File: src/rtl/rr_arbiter_if.sv
// Request/grant bundle between N bus masters and the rr_arbiter.
// master drives request and sees the grant; slave is the arbiter side.
interface rr_arbiter_if #(
  parameter int N = 4
) ();
  localparam int IDW = (N > 1) ? $clog2(N) : 1;

  logic [N-1:0]   request;
  logic [N-1:0]   grant;
  logic [IDW-1:0] grant_id;
  logic           grant_valid;

  modport master (
    output request,
    input  grant,
    input  grant_id,
    input  grant_valid
  );

  modport slave (
    input  request,
    output grant,
    output grant_id,
    output grant_valid
  );
endinterface

File: src/rtl/rr_arbiter.sv
// N-way arbiter: registered one-hot grant, round-robin or fixed priority,
// pre-empts an owner after MAX_HOLD cycles when others wait.
// Ports: clk, rst (async active-low), bus (request in; grant/id/valid out).
module rr_arbiter #(
  parameter int N        = 4,
  parameter int MAX_HOLD = 4,
  parameter int RR_MODE  = 1
) (
  input  logic         clk,
  input  logic         rst,
  rr_arbiter_if.slave  bus
);
  localparam int IDW = (N > 1) ? $clog2(N) : 1;
  localparam logic [7:0] MAXH = 8'(MAX_HOLD);

  typedef enum logic {
    IDLE,
    GRANTED
  } state_t;

  state_t         state_q, state_d;
  logic [N-1:0]   grant_q, grant_d;
  logic [IDW-1:0] id_q, id_d;
  logic           valid_q;
  logic [IDW-1:0] ptr_q, ptr_d;
  logic [7:0]     hcnt_q, hcnt_d;

  logic [N-1:0]   cand;
  logic           own_req;
  logic           hi_hit, lo_hit, win_hit;
  logic [IDW-1:0] hi_idx, lo_idx, win_idx;
  logic           take;

  // The owner is always excluded from the candidates; in IDLE grant_q
  // is zero, so this is plain request there.
  assign cand    = bus.request & ~grant_q;
  assign own_req = |(bus.request & grant_q);

  // lo: lowest set bit overall. hi: lowest set bit at or above ptr.
  // Round-robin prefers hi and falls back to lo, giving the wrap.
  always_comb begin
    hi_hit = 1'b0;
    hi_idx = '0;
    lo_hit = 1'b0;
    lo_idx = '0;
    for (int i = N - 1; i >= 0; i--) begin
      if (cand[i]) begin
        lo_hit = 1'b1;
        lo_idx = IDW'(i);
        if (i >= int'(ptr_q)) begin
          hi_hit = 1'b1;
          hi_idx = IDW'(i);
        end
      end
    end
    win_hit = lo_hit;
    win_idx = (RR_MODE != 0 && hi_hit) ? hi_idx : lo_idx;
  end

  always_comb begin
    state_d = state_q;
    grant_d = grant_q;
    id_d    = id_q;
    ptr_d   = ptr_q;
    hcnt_d  = hcnt_q;
    take    = 1'b0;
    unique case (state_q)
      IDLE: begin
        take = win_hit;
      end
      GRANTED: begin
        if (!own_req) begin
          if (win_hit) begin
            take = 1'b1;
          end else begin
            state_d = IDLE;
            grant_d = '0;
            id_d    = '0;
            hcnt_d  = '0;
          end
        end else if (hcnt_q < MAXH) begin
          hcnt_d = hcnt_q + 8'd1;
        end else begin
          take = win_hit;
        end
      end
    endcase
    if (take) begin
      state_d = GRANTED;
      grant_d = N'(1) << win_idx;
      id_d    = win_idx;
      ptr_d   = (win_idx == IDW'(N - 1)) ? '0 : win_idx + 1'b1;
      hcnt_d  = 8'd1;
    end
  end

  always_ff @(posedge clk or negedge rst) begin
    if (!rst) begin
      state_q <= IDLE;
      grant_q <= '0;
      id_q    <= '0;
      valid_q <= 1'b0;
      ptr_q   <= '0;
      hcnt_q  <= '0;
    end else begin
      state_q <= state_d;
      grant_q <= grant_d;
      id_q    <= id_d;
      valid_q <= |grant_d;
      ptr_q   <= ptr_d;
      hcnt_q  <= hcnt_d;
    end
  end

  assign bus.grant       = grant_q;
  assign bus.grant_id    = id_q;
  assign bus.grant_valid = valid_q;
endmodule

File: src/flat_wrapper.sv
// flat-port wrapper written by rule: the top's interface ports become plain ports
module rr_arbiter_flat 
#(
  parameter int N        = 4,
  parameter int MAX_HOLD = 4,
  parameter int RR_MODE  = 1
)
  (clk, rst, bus_request, bus_grant, bus_grant_id, bus_grant_valid);
  rr_arbiter_if #(.N(N)) bus_i ();
  input  logic clk;
  input  logic rst;
  input wire logic [$bits(bus_i.request)-1:0] bus_request;
  output wire logic [$bits(bus_i.grant)-1:0] bus_grant;
  output wire logic [$bits(bus_i.grant_id)-1:0] bus_grant_id;
  output wire logic [$bits(bus_i.grant_valid)-1:0] bus_grant_valid;
  assign bus_i.request = bus_request;
  assign bus_grant = bus_i.grant;
  assign bus_grant_id = bus_i.grant_id;
  assign bus_grant_valid = bus_i.grant_valid;
  rr_arbiter #(.N(N), .MAX_HOLD(MAX_HOLD), .RR_MODE(RR_MODE)) u_core (.clk(clk), .rst(rst), .bus(bus_i));
endmodule
File: config.mk
export PLATFORM = sky130hd
export DESIGN_NAME = rr_arbiter_flat
export DESIGN_NICKNAME = d
export VERILOG_FILES = /design/src/rtl/rr_arbiter_if.sv /design/src/rtl/rr_arbiter.sv /design/src/flat_wrapper.sv
export SDC_FILE = /design/constraint.sdc
export NUM_CORES = 1
export LEC_CHECK = 0
export CORE_MARGIN = 4
export CORE_UTILIZATION = 54
export DETAILED_ROUTE_END_ITERATION = 10
export PLACE_DENSITY = 0.78
export SLEW_MARGIN = 20
export SYNTH_ARGS = -nofsm -noshare
export SYNTH_HDL_FRONTEND = slang
export SYNTH_SLANG_ARGS = --single-unit
export TNS_END_PERCENT = 5
File: constraint.sdc
create_clock -name clk -period 2.5 [get_ports clk]
set_clock_uncertainty 0.1 [all_clocks]
set_input_delay 0.25 -clock clk [delete_from_list [all_inputs] [get_ports clk]]
set_output_delay 0.25 -clock clk [all_outputs]
set_load 0.01 [all_outputs]
Word-level counts from Yosys, hierarchy flattened
Cells that the tools add are included.

Equal/unequal tests: 5. Bitwise gates (word level): 4. Reductions and logical operators: 5. Magnitude comparators: 4. Shifts and indexed selects: 1. Multiplexer cells: 42. Add/subtract/negate cells: 2.

Operators by type and width (number): two-way mux 8 bit (5); two-way mux 2 bit (16); two-way mux 1 bit (16); two-way mux 4 bit (4); adder 8 x 1 -> 8 bit, second input constant (1); bitwise AND 4 bit (2); less-than comparator 8 x 3 -> 1 bit, second input constant (1); OR reduction 4 bit (2); AND reduction 3 bit (2); >= comparator 1 x 2 -> 1 bit, first input constant (2); != test 2 bit, second input constant (2); inverter 4 bit (1); left shift 1 x 2 -> 4 bit, first input constant (1); != test 3 x 2 -> 1 bit, second input constant (1); != test 3 bit, second input constant (1); adder 2 x 1 -> 2 bit, second input constant (1); == test 2 bit, second input constant (1); >= comparator 2 bit, first input constant (1); case mux 1 bit (2 select lines) (1); nonzero test 2 bit (1); inverter 1 bit (1).

Logic and storage cells: 69. Register bits after elaboration: 18. Output and inout port bits: 7. Input port bits: 6.

Logic depth before layout (Yosys ltp)
Word-level depth: 13. Depth in mapped cells: 7. Gate-level depth less buffers: 7.

Worst setup path after synthesis
OpenSTA, ideal clock, no wires.

Path type: register -> register. From: register u_core.grant_q[2], in the netlist u_core.bus.grant[2]. To: register u_core.valid_q, in the netlist u_core.bus.grant_valid. Data required time: 2.268 ns. Arrival time: 1.737 ns. Library setup time: 0.132 ns. Path buffers: 0. Slack: 0.531 ns. Clock period less this slack: 1.969 ns. Cell stages (with the launch flop): 8. Path through: dfrtp_1 -> and2b_1 -> nor2_1 -> a311oi_2 -> inv_1 -> ha_1 -> nor4_1 -> a31oi_1.

Word-level cells in the longest chain between the ends: 11. Elaborated cells between the ends (all ways): 31. Classes of those cells: shift: 1; mux: 25; bitwise: 3; reduce/logical: 2.

Ends and longest elaborated chain: start, declared (line rr_arbiter.sv:22) `logic [N-1:0] grant_q, grant_d;`; start signal, assigned (line rr_arbiter.sv:107) `grant_q <= grant_d;`; inverter 4 bit (line rr_arbiter.sv:36) `assign cand = bus.request & ~grant_q;`; bitwise AND 4 bit (line rr_arbiter.sv:36); two-way mux 2 bit or two-way mux 1 bit (tied branches) (line rr_arbiter.sv:47) `if (cand[i]) begin`; two-way mux 2 bit or two-way mux 1 bit (tied branches) (line rr_arbiter.sv:50) `if (i >= int'(ptr_q)) begin`; two-way mux 2 bit or two-way mux 1 bit (tied branches) (line rr_arbiter.sv:47); two-way mux 2 bit or two-way mux 1 bit (tied branches) (line rr_arbiter.sv:50); two-way mux 2 bit or two-way mux 1 bit (tied branches) (line rr_arbiter.sv:47); two-way mux 2 bit (line rr_arbiter.sv:57) `win_idx = (RR_MODE != 0 && hi_hit) ? hi_idx : lo_idx;`; left shift 1 x 2 -> 4 bit (line rr_arbiter.sv:90) `grant_d = N'(1) << win_idx;`; two-way mux 4 bit (*) (line rr_arbiter.sv:88) `if (take) begin`; OR reduction 4 bit (*) (line rr_arbiter.sv:109) `valid_q <= |grant_d;`; end signal, assigned (line rr_arbiter.sv:109); end, declared (line rr_arbiter.sv:24) `logic valid_q;`.

Mark *: on every way between the ends. The rest lies on a longest branch, timed or not. A chain may end at the register's enable or synchronous reset.

Final worst setup path
Ends and elaborated chain as after synthesis.

==> impl_metrics.toml <==
[floorplan]
core-area_um2 = 1820
initial_core_util_pct = 59.6
die_y_um = 52.8
chipWidth_um = 52.8
dieArea_um2 = 2790
ios = 13
fp-row-count = 15

[setup_path]
critPathTopFamily = "simple AND/OR/NAND/NOR gates"
startpoint_type = "flip-flop"
cp_slowest_stage_delay_ns = 0.44
crit_slowest_cell = "dfrtp_1"
worstReg2RegEnd = "u_core.bus.grant_valid$_DFF_PN0_"
worstSetupPathType = "flip-flop to flip-flop"
crit_end = "u_core.bus.grant_valid$_DFF_PN0_"
cp.arrival_ns = 2.31
cp.depth = 7
end_kind = "flip-flop"
path_cells = "and2b_1, nor2_1, a311oi_2, inv_1, ha_1, nor4_1, a31oi_1"
r2r_start = "u_core.bus.grant[2]$_DFF_PN0_"
critPathBufInv = 1
critPathMaxFanout = 6
rrSetupSlack_ns = 0.28
required_ns = 2.58
cp-startpoint = "u_core.bus.grant[2]$_DFF_PN0_"
reg2reg_depth = 7

[sta]
setup_tns_ns = 0
finalMaxSlewViolations = 0
rsz0062_at_grt = "false"
slew_headroom_pct = 45.9
setup_viol = 0
max_freq_ghz = 0.450
layout_worst_path_cycle_share_pct = 89.0
hold_viol = 0
tightest_slew_ns = 0.809
layout_min_cycle_time_ns = 2.22

[clocking]
cts_tree = "yes"
clkSinkCount = 18
ctsResizeCount = 0
cts_hold_buffers = 0
cts.clk_slew.worst_paths_ns = 0.11
cts_setup_buffers = 0
root_buffer = "clkbuf_4"
h-tree-depth = 1
cts_buffer_depth = 2
clock_latency_ns = 0.30
cts_buffers = 3

[routing]
dr.pass1.iters = 4
drt-total-wl_um = 2380
drc = 0
ant_nets = 0
wl_per_cell_um = 16.9
vias = 827
avgViaCountPerCell = 5.87
drt_iter0_drc = 20

[run_status]
status = "complete, no violations"

[final_layout]
layout.nets = 128
final_cells = 141
layout-drive-gt1-share_pct = 17.2
num_antenna_cells = 0
syn_to_final_growth_pct = 16.1

[yosys]
synthTopCellsByCount = "dfrtp_1, inv_1, and3_1, nor2_1, ha_1"
avgSynthCellArea_um2 = 10.7
synth_area_leaders = "dfrtp_1, ha_1, inv_1"
yosysMostFrequentCell = "dfrtp_1"
ys.flop_type = "dfrtp_1"
synth.largest_area_cell = "dfrtp_1"
synth-edff-count = 0
synthDistinctLibCells = 40
yosysWarningCount = 0
yosysTopAreaCellShare_pct = 41.5
syn-num-nets = 112
yosys_register_bits = 18
seq_area_frac_synth_pct = 41.5
synthCells = 101
syn_area_um2 = 1080
ys_async_sr_fraction_pct = 100

[global_route]
track_usage_pct = 21.2
grt_max_degree = 19
antenna_found_initial = 0
grt_pass1_wl_um = 4090
grt_pass1_vias = 843
grt.overflow.total = 0

[job]
cap_violations = 0

[worst_hold_path]
hold_path.class = "primary input to asynchronous set/reset pin"

[placed_design]
portBuffers = 12
place_congestion = 0.827
dp.cells = 137
place_hpwl_um = 1830

[power_and_ir_drop]
peakVddDrop_uv = 789
power.density_nw_per_um2 = 1330
p_leak_nw = 0.596
-- registers in the layout, indices dropped and copies added, names as in the netlist --
name                    count
u_core.hcnt_q               8
u_core.bus.grant            4
u_core.bus.grant_id         2
u_core.ptr_q                2
u_core.bus.grant_valid      1
u_core.state_q              1
-- layout by cell type, fill, tap and decap left out, drive strengths merged, types with 2 or more instances in the layout --
cell,instances
a21o,2
a21oi,4
a221oi,5
a22o,2
a22oi,2
and3,6
buf,2
clkbuf,4
clkdlybuf4s50,12
dfrtp,18
ha,5
inv,12
mux2,2
nand2,2
nand2b,4
nand4,2
nor2,6
nor2b,3
nor4,3
o21ai,4
-- worst register-to-register path: stages (launching register included) --
cell and delay [ns]:
dfrtp_1 0.44, and2b_1 0.33, nor2_1 0.07, a311oi_2 0.40, inv_1 0.14, ha_1 0.25, nor4_1 0.26, a31oi_1 0.12
-- power by group --
part	switching [mW]	internal, mW
combinational	0.501	0.480
sequential	0.114	0.394
clock	0.0962	0.0889
-- logic make-up after synthesis --
group | count (synthesis) | synth area share, %
simple gates | 32 | 21.0
compound gates | 29 | 22.3
flops | 18 | 41.5
buf+inv | 15 | 6.69
fa+ha+maj | 5 | 5.77
mux | 2 | 2.77
-- layout make-up --
type	instances	area, um2
clock buffers	4	36.3
fillers	145	561
inverters	12	45.0
multi-input cells	68	562
flip-flops and latches	18	450
well taps	25	31.3
repair buffers	14	135
-- how the worst min path moves through the flow --
stage,slack [ns],from,endpoint
after floorplan,-0.15,rst,u_core.bus.grant[0]$_DFF_PN0_
after global placement,0.40,u_core.hcnt_q[1]$_DFFE_PN0P_,u_core.hcnt_q[1]$_DFFE_PN0P_
after detailed placement,0.40,u_core.hcnt_q[3]$_DFFE_PN0P_,u_core.hcnt_q[3]$_DFFE_PN0P_
after CTS,0.33,rst,u_core.bus.grant_id[0]$_DFFE_PN0P_
after global routing,0.34,rst,u_core.hcnt_q[6]$_DFFE_PN0P_
final,0.30,rst,u_core.ptr_q[1]$_DFFE_PN0N_
-- per-stage QoR --
step	util, %	hold slack, ns	power, mW	area, um2	worst slack (ns)
finish	69.2	0.303	1.67	1260	0.276
floorplan	-	-0.146	1.21	1080	0.531
detailed placement	67.2	0.402	1.48	1220	0.00703
CTS	69.2	0.329	1.67	1260	0.300
global placement	67.2	0.399	1.44	1220	0.140
global route	69.2	0.340	1.81	1260	0.136
-- layer usage --
layer  track usage [%]  routed length [um]
met3              4.56                 120
met4              9.79                  26
met2              31.8                1060
met1              28.8                1170
met5                 0                   0
(Power assumes the default switching activity.)
